$ cat src/rtl/signed_seq_divider_if.sv
// Start/done handshake and operand/result bus of the signed sequential divider.
// Latency: none, this is wiring only.
// Backpressure: the master may only present start while ready is high.
interface signed_seq_divider_if #(
  parameter int DW = 16,
  parameter int VW = 8
);
  logic          start;
  logic [DW-1:0] dividend;
  logic [VW-1:0] divisor;
  logic          ready;
  logic          done;
  logic [DW-1:0] quotient;
  logic [VW-1:0] remainder;
  logic          div_by_zero;
  logic          overflow;

  modport master (
    output start, dividend, divisor,
    input  ready, done, quotient, remainder, div_by_zero, overflow
  );

  modport slave (
    input  start, dividend, divisor,
    output ready, done, quotient, remainder, div_by_zero, overflow
  );
endinterface

$ cat src/rtl/signed_seq_divider.sv
// Signed DW/VW divider: sign-magnitude wrapper around restoring division, one quotient bit per clock.
// Latency: done pulses DW+1 edges after the accepting edge, or 1 edge for a zero divisor.
// Backpressure: ready is high only in IDLE; start while busy is ignored.
module signed_seq_divider #(
  parameter int DW = 16,
  parameter int VW = 8
) (
  input logic                 clk,
  input logic                 rst,
  signed_seq_divider_if.slave bus
);

  localparam int CW = $clog2(DW);

  typedef enum logic [1:0] {IDLE, CALC, FIX} state_t;

  state_t        state_q, state_d;
  // Dividend magnitude; quotient bits shift in at the LSB as it drains.
  logic [DW-1:0] dvd_q, dvd_d;
  // Partial remainder stays below |divisor| <= 2^(VW-1), so VW bits hold it.
  logic [VW-1:0] prem_q, prem_d;
  logic [VW:0]   dsr_q, dsr_d;
  logic [CW-1:0] cnt_q, cnt_d;
  logic          sgn_q_q, sgn_q_d;
  logic          sgn_r_q, sgn_r_d;
  logic          dbz_pend_q, dbz_pend_d;
  logic          ovf_pend_q, ovf_pend_d;
  logic          done_q, done_d;
  logic [DW-1:0] quot_q, quot_d;
  logic [VW-1:0] remo_q, remo_d;
  logic          dbz_flag_q, dbz_flag_d;
  logic          ovf_flag_q, ovf_flag_d;

  logic [VW:0]   dsr_ext;
  logic [VW:0]   shifted;

  assign bus.ready       = (state_q == IDLE);
  assign bus.done        = done_q;
  assign bus.quotient    = quot_q;
  assign bus.remainder   = remo_q;
  assign bus.div_by_zero = dbz_flag_q;
  assign bus.overflow    = ovf_flag_q;

  // Next-state, datapath step and result formatting.
  always_comb begin
    state_d    = state_q;
    dvd_d      = dvd_q;
    prem_d     = prem_q;
    dsr_d      = dsr_q;
    cnt_d      = cnt_q;
    sgn_q_d    = sgn_q_q;
    sgn_r_d    = sgn_r_q;
    dbz_pend_d = dbz_pend_q;
    ovf_pend_d = ovf_pend_q;
    done_d     = 1'b0;
    quot_d     = quot_q;
    remo_d     = remo_q;
    dbz_flag_d = dbz_flag_q;
    ovf_flag_d = ovf_flag_q;
    dsr_ext    = {bus.divisor[VW-1], bus.divisor};
    shifted    = {prem_q, dvd_q[DW-1]};

    case (state_q)
      IDLE: begin
        if (bus.start) begin
          // Flags describe the last completed operation until a new one is taken.
          dbz_flag_d = 1'b0;
          ovf_flag_d = 1'b0;
          if (bus.divisor == '0) begin
            dbz_pend_d = 1'b1;
            ovf_pend_d = 1'b0;
            state_d    = FIX;
          end else begin
            // Magnitudes: unsigned DW bits holds 2^(DW-1), VW+1 bits holds 2^(VW-1).
            dvd_d      = bus.dividend[DW-1] ? -bus.dividend : bus.dividend;
            dsr_d      = bus.divisor[VW-1] ? -dsr_ext : dsr_ext;
            sgn_q_d    = bus.dividend[DW-1] ^ bus.divisor[VW-1];
            sgn_r_d    = bus.dividend[DW-1];
            prem_d     = '0;
            cnt_d      = '0;
            dbz_pend_d = 1'b0;
            ovf_pend_d = (bus.dividend == {1'b1, {(DW-1){1'b0}}}) && (bus.divisor == '1);
            state_d    = CALC;
          end
        end
      end

      CALC: begin
        // Restoring step: subtract only when the shifted remainder covers the divisor.
        if (shifted >= dsr_q) begin
          prem_d = VW'(shifted - dsr_q);
          dvd_d  = {dvd_q[DW-2:0], 1'b1};
        end else begin
          prem_d = shifted[VW-1:0];
          dvd_d  = {dvd_q[DW-2:0], 1'b0};
        end
        cnt_d = cnt_q + CW'(1);
        if (cnt_q == CW'(DW-1)) begin
          state_d = FIX;
        end
      end

      FIX: begin
        done_d  = 1'b1;
        state_d = IDLE;
        if (dbz_pend_q) begin
          quot_d     = '0;
          remo_d     = '0;
          dbz_flag_d = 1'b1;
          ovf_flag_d = 1'b0;
        end else begin
          // -2^(DW-1)/-1 yields magnitude 2^(DW-1), which wraps to 8000h here.
          quot_d     = sgn_q_q ? -dvd_q : dvd_q;
          remo_d     = sgn_r_q ? -prem_q : prem_q;
          dbz_flag_d = 1'b0;
          ovf_flag_d = ovf_pend_q;
        end
      end

      default: state_d = IDLE;
    endcase
  end

  // State and datapath registers with synchronous reset.
  always_ff @(posedge clk) begin
    if (rst) begin
      state_q    <= IDLE;
      dvd_q      <= '0;
      prem_q     <= '0;
      dsr_q      <= '0;
      cnt_q      <= '0;
      sgn_q_q    <= 1'b0;
      sgn_r_q    <= 1'b0;
      dbz_pend_q <= 1'b0;
      ovf_pend_q <= 1'b0;
      done_q     <= 1'b0;
      quot_q     <= '0;
      remo_q     <= '0;
      dbz_flag_q <= 1'b0;
      ovf_flag_q <= 1'b0;
    end else begin
      state_q    <= state_d;
      dvd_q      <= dvd_d;
      prem_q     <= prem_d;
      dsr_q      <= dsr_d;
      cnt_q      <= cnt_d;
      sgn_q_q    <= sgn_q_d;
      sgn_r_q    <= sgn_r_d;
      dbz_pend_q <= dbz_pend_d;
      ovf_pend_q <= ovf_pend_d;
      done_q     <= done_d;
      quot_q     <= quot_d;
      remo_q     <= remo_d;
      dbz_flag_q <= dbz_flag_d;
      ovf_flag_q <= ovf_flag_d;
    end
  end

endmodule

$ cat src/flat_wrapper.sv
// flat-port wrapper written by rule: the top's interface ports become plain ports
module signed_seq_divider_flat 
#(
  parameter int DW = 16,
  parameter int VW = 8
)
  (clk, rst, bus_start, bus_dividend, bus_divisor, bus_ready, bus_done, bus_quotient, bus_remainder, bus_div_by_zero, bus_overflow);
  signed_seq_divider_if #(.DW(DW), .VW(VW)) bus_i ();
  input logic clk;
  input logic rst;
  input wire logic [$bits(bus_i.start)-1:0] bus_start;
  input wire logic [$bits(bus_i.dividend)-1:0] bus_dividend;
  input wire logic [$bits(bus_i.divisor)-1:0] bus_divisor;
  output wire logic [$bits(bus_i.ready)-1:0] bus_ready;
  output wire logic [$bits(bus_i.done)-1:0] bus_done;
  output wire logic [$bits(bus_i.quotient)-1:0] bus_quotient;
  output wire logic [$bits(bus_i.remainder)-1:0] bus_remainder;
  output wire logic [$bits(bus_i.div_by_zero)-1:0] bus_div_by_zero;
  output wire logic [$bits(bus_i.overflow)-1:0] bus_overflow;
  assign bus_i.start = bus_start;
  assign bus_i.dividend = bus_dividend;
  assign bus_i.divisor = bus_divisor;
  assign bus_ready = bus_i.ready;
  assign bus_done = bus_i.done;
  assign bus_quotient = bus_i.quotient;
  assign bus_remainder = bus_i.remainder;
  assign bus_div_by_zero = bus_i.div_by_zero;
  assign bus_overflow = bus_i.overflow;
  signed_seq_divider #(.DW(DW), .VW(VW)) u_core (.clk(clk), .rst(rst), .bus(bus_i));
endmodule
$ cat config.mk
export PLATFORM = sky130hd
export DESIGN_NAME = signed_seq_divider_flat
export DESIGN_NICKNAME = d
export VERILOG_FILES = /design/src/rtl/signed_seq_divider_if.sv /design/src/rtl/signed_seq_divider.sv /design/src/flat_wrapper.sv
export SDC_FILE = /design/constraint.sdc
export NUM_CORES = 1
export LEC_CHECK = 0
export ABC_AREA = 1
export BUFFER_PORTS_ARGS = -buffer_cell sky130_fd_sc_hd__buf_2
export CAP_MARGIN = 20
export CORE_MARGIN = 5
export CORE_UTILIZATION = 54
export DETAILED_ROUTE_END_ITERATION = 8
export PLACE_DENSITY = 0.75
export SLEW_MARGIN = 20
export SYNTH_ARGS = -nofsm -noshare
export SYNTH_HDL_FRONTEND = slang
export SYNTH_SLANG_ARGS = --single-unit
$ cat constraint.sdc
create_clock -name clk -period 5 [get_ports clk]
set_input_delay 0.25 -clock clk [delete_from_list [all_inputs] [get_ports clk]]
set_output_delay 0.25 -clock clk [all_outputs]
set_load 0.01 [all_outputs]
==> metrics.txt <==
CP startpoint kind flip-flop; status completed; share of the synthesized area in the top cell type 0.3238; H-tree depth 3; hold_buf cts 0; fmax around 460 MHz; Design Area, Final 4838 µm²; CP arrival between 2 and 2.5 ns; CTS resizes 0; commonest cells after routing, fill and taps aside nand2_1 (172), inv_1 (82), nand3_1 (79); DR vias 4,437; RSZ-0062 raised after global routing false; drc violations 0; Final Hold Fails 0; TritonCTS buffer count 9; Filler cells 761; CP Class flip-flop to flip-flop; ranking of synthesized cells by area dfxtp_1 (32%), nand2_1 (15%), nand3_1 (9.1%), a21oi_1 (8.0%), inv_1 (7.1%); Multi-input gate area approximately 2500 µm²; CTS max path bufs 2; leading area contributor after synthesis dfxtp_1; Distinct cells, synth 39; cell area after synthesis 4328 µm²; IO Count between 50 and 60; final-stage net count between 700 and 800; Initial Util 0.5572; NetSw between 0.7 and 0.8 mW; Post-Place Cells roughly 800; overall routing resource usage 0.2265; dpl hpwl ~8400 µm; leakage roughly 2.3 nW; setup TNS 0 ns; final std cells w/o fill between 800 and 900; Tmin final between 2 and 2.5 ns; switching part of the total 0.3928; CP required roughly 5.3 ns; final wirelength 11,000 µm; Layout Skew around 0.006 ns; sequential fraction of the synthesis area 0.3238; Crit path largest cell delay around 0.69 ns; #FFs+latches synth 70; Clock Sinks 70; Peak VDD IR ~0.19 mV; CP Capture Type flip-flop; First DRT Iteration DRCs 302; Setup Buffers After CTS 0; Mapped Cells between 600 and 700; placed cell area approximately 4600 µm²; Wirelength per Cell approximately 13 µm; DIE AREA 9905 µm²; pwr dens ~410 nW/µm²; core area between 7000 and 8000 µm²; Post-Syn Nets slightly above 700; internal power 1.211 mW; fraction of registers with async set/reset 0; Slew Viols, Final 0; Slew @ Worst Pin 0.9165 ns; fin crit share 0.4315; largest net degree at the start of global routing 50; n_diodes 0; GRT overflow 0; Layout Utilization 0.6229; CP Max Fanout 27; DR vias/cell 5.398; die width approximately 100 µm; max_cap viols 0; combinational share of power 0.394; layout cell share with drive strength beyond 1 0.1194; Worst-Skew Late Latency about 0.35 ns; Register Area around 1400 µm²; Main synth FF type dfxtp_1; Synth warnings 0; Clock power frac 0.273; most used cell, CP inv_2; vias in the first global route approximately 3,800; site row count 32; Hold WC Path Type input pin to flip-flop; clock slew at reported path FFs ~0.070 ns; area growth from synthesis to layout 11.80%; syn_area_per_cell about 6.4 µm²; IO Port Bufs 54; drt pass-1 iters 5; initial antenna violation count 0; CTS tree built; Post-synth EDFFs 0; Root Buffer clkbuf_8; endpoints failing setup 0; Rel. slew slack 0.3890; CP max-delay cell nor2_2; most common cell after layout, fill and taps aside nand2_1; Critical Path, Cell by Cell inv_2 > nor2_2 > inv_2 > nor2_2 > inv_2 > a21oi_1 > o21ai_0 > a21oi_1; ANT nets after route 0; Placer Congestion roughly 0.85; first-pass GRT wire length ~18,000 µm; sequential share of power 0.333; die height between 90 and 100 µm
==> final cells by class <==
type                    instances  share of cell area
well taps                     102             0.02638
clock inverters                 6             0.02302
flip-flops and latches         70              0.2896
clock buffers                   9             0.02560
multi-input cells             491              0.5087
repair buffers                 54             0.05586
inverters                      90             0.07086
==> routing by layer <==
layer | wire (µm) | share of wire | track usage | vias to the layer above
met5 | 0 | 0 | 0 | -
met4 | 215 | 0.020 | 0.07143 | 0
met3 | 787 | 0.072 | 0.04418 | 15
met2 | 4599 | 0.42 | 0.3352 | 158
met1 | 5399 | 0.49 | 0.3306 | 1974
li1 | - | - | - | 2290
==> path summary, 6_finish.rpt <==
check,from,to,slack [ns],cells after the start
min,bus_start,u_core.state_q[1],0.20,3
min reg2reg,u_core.bus.quotient[4],u_core.bus.quotient[4],0.46,2
max reg2reg,u_core.state_q[1],u_core.bus.quotient[5],2.84,8
max,u_core.state_q[1],u_core.bus.quotient[5],2.84,8
==> metrics by stage <==
stage                     hold WS (ns)  power [mW]  worst slack, ns
final                           0.1980       1.995            2.843
after global routing            0.2254       2.149            2.590
after CTS                       0.1863       1.991            2.857
after detailed placement        0.4545       1.450            2.795
after global placement          0.4515       1.438            2.833
after floorplan                 0.4056       1.284            3.349
==> worst max-delay path, delay by kind of cell (launching register included) <==
family | cells | cell delay (ns)
AOI/OAI and AO/OA | 3 | 0.38
buffers and inverters | 3 | 0.45
DFF | 1 | 0.43
and+or+nand+nor | 2 | 0.82
==> registers in the layout, summed over array words and instances, names as in the netlist, 2 cells and up <==
register and cells:
u_core.prem_q 8, u_core.bus.quotient 16, u_core.dsr_q 9, u_core.cnt_q 4, u_core.dvd_q 16, u_core.bus.remainder 8
u_core.state_q 2
==> cells in the mapped netlist (all sizes together), types with 2 or more instances <==
master / number
inv: 88
o211ai: 5
nor3: 9
o21bai: 3
xor2: 10
and3: 3
clkinv: 2
xnor2: 2
a21oi: 70
nand4: 11
nor4: 3
nand3b: 2
o21ai: 35
clkbuf: 15
nand2: 173
nor2: 59
dfxtp: 70
nand3: 79
buf: 8
a31oi: 7
ha: 15
==> logic make-up (layout without fill, tap and decap cells) <==
logic type,after synthesis,after routing,synth area share
xor+xnor,12,12,0.02428
buf+inv,113,159,0.1075
compound gates,123,123,0.1564
flops,70,70,0.3238
simple gates,340,340,0.3400
fa+ha+maj,16,16,0.04799
==> power by group through the flow <==
stage,combinational [mW],sequential (mW),clock [mW]
after global routing,0.903,0.671,0.576
after CTS,0.779,0.663,0.549
after detailed placement,0.775,0.675,0
final,0.786,0.664,0.544
after floorplan,0.627,0.657,0
after global placement,0.764,0.674,0
(Power assumes the default switching activity.)
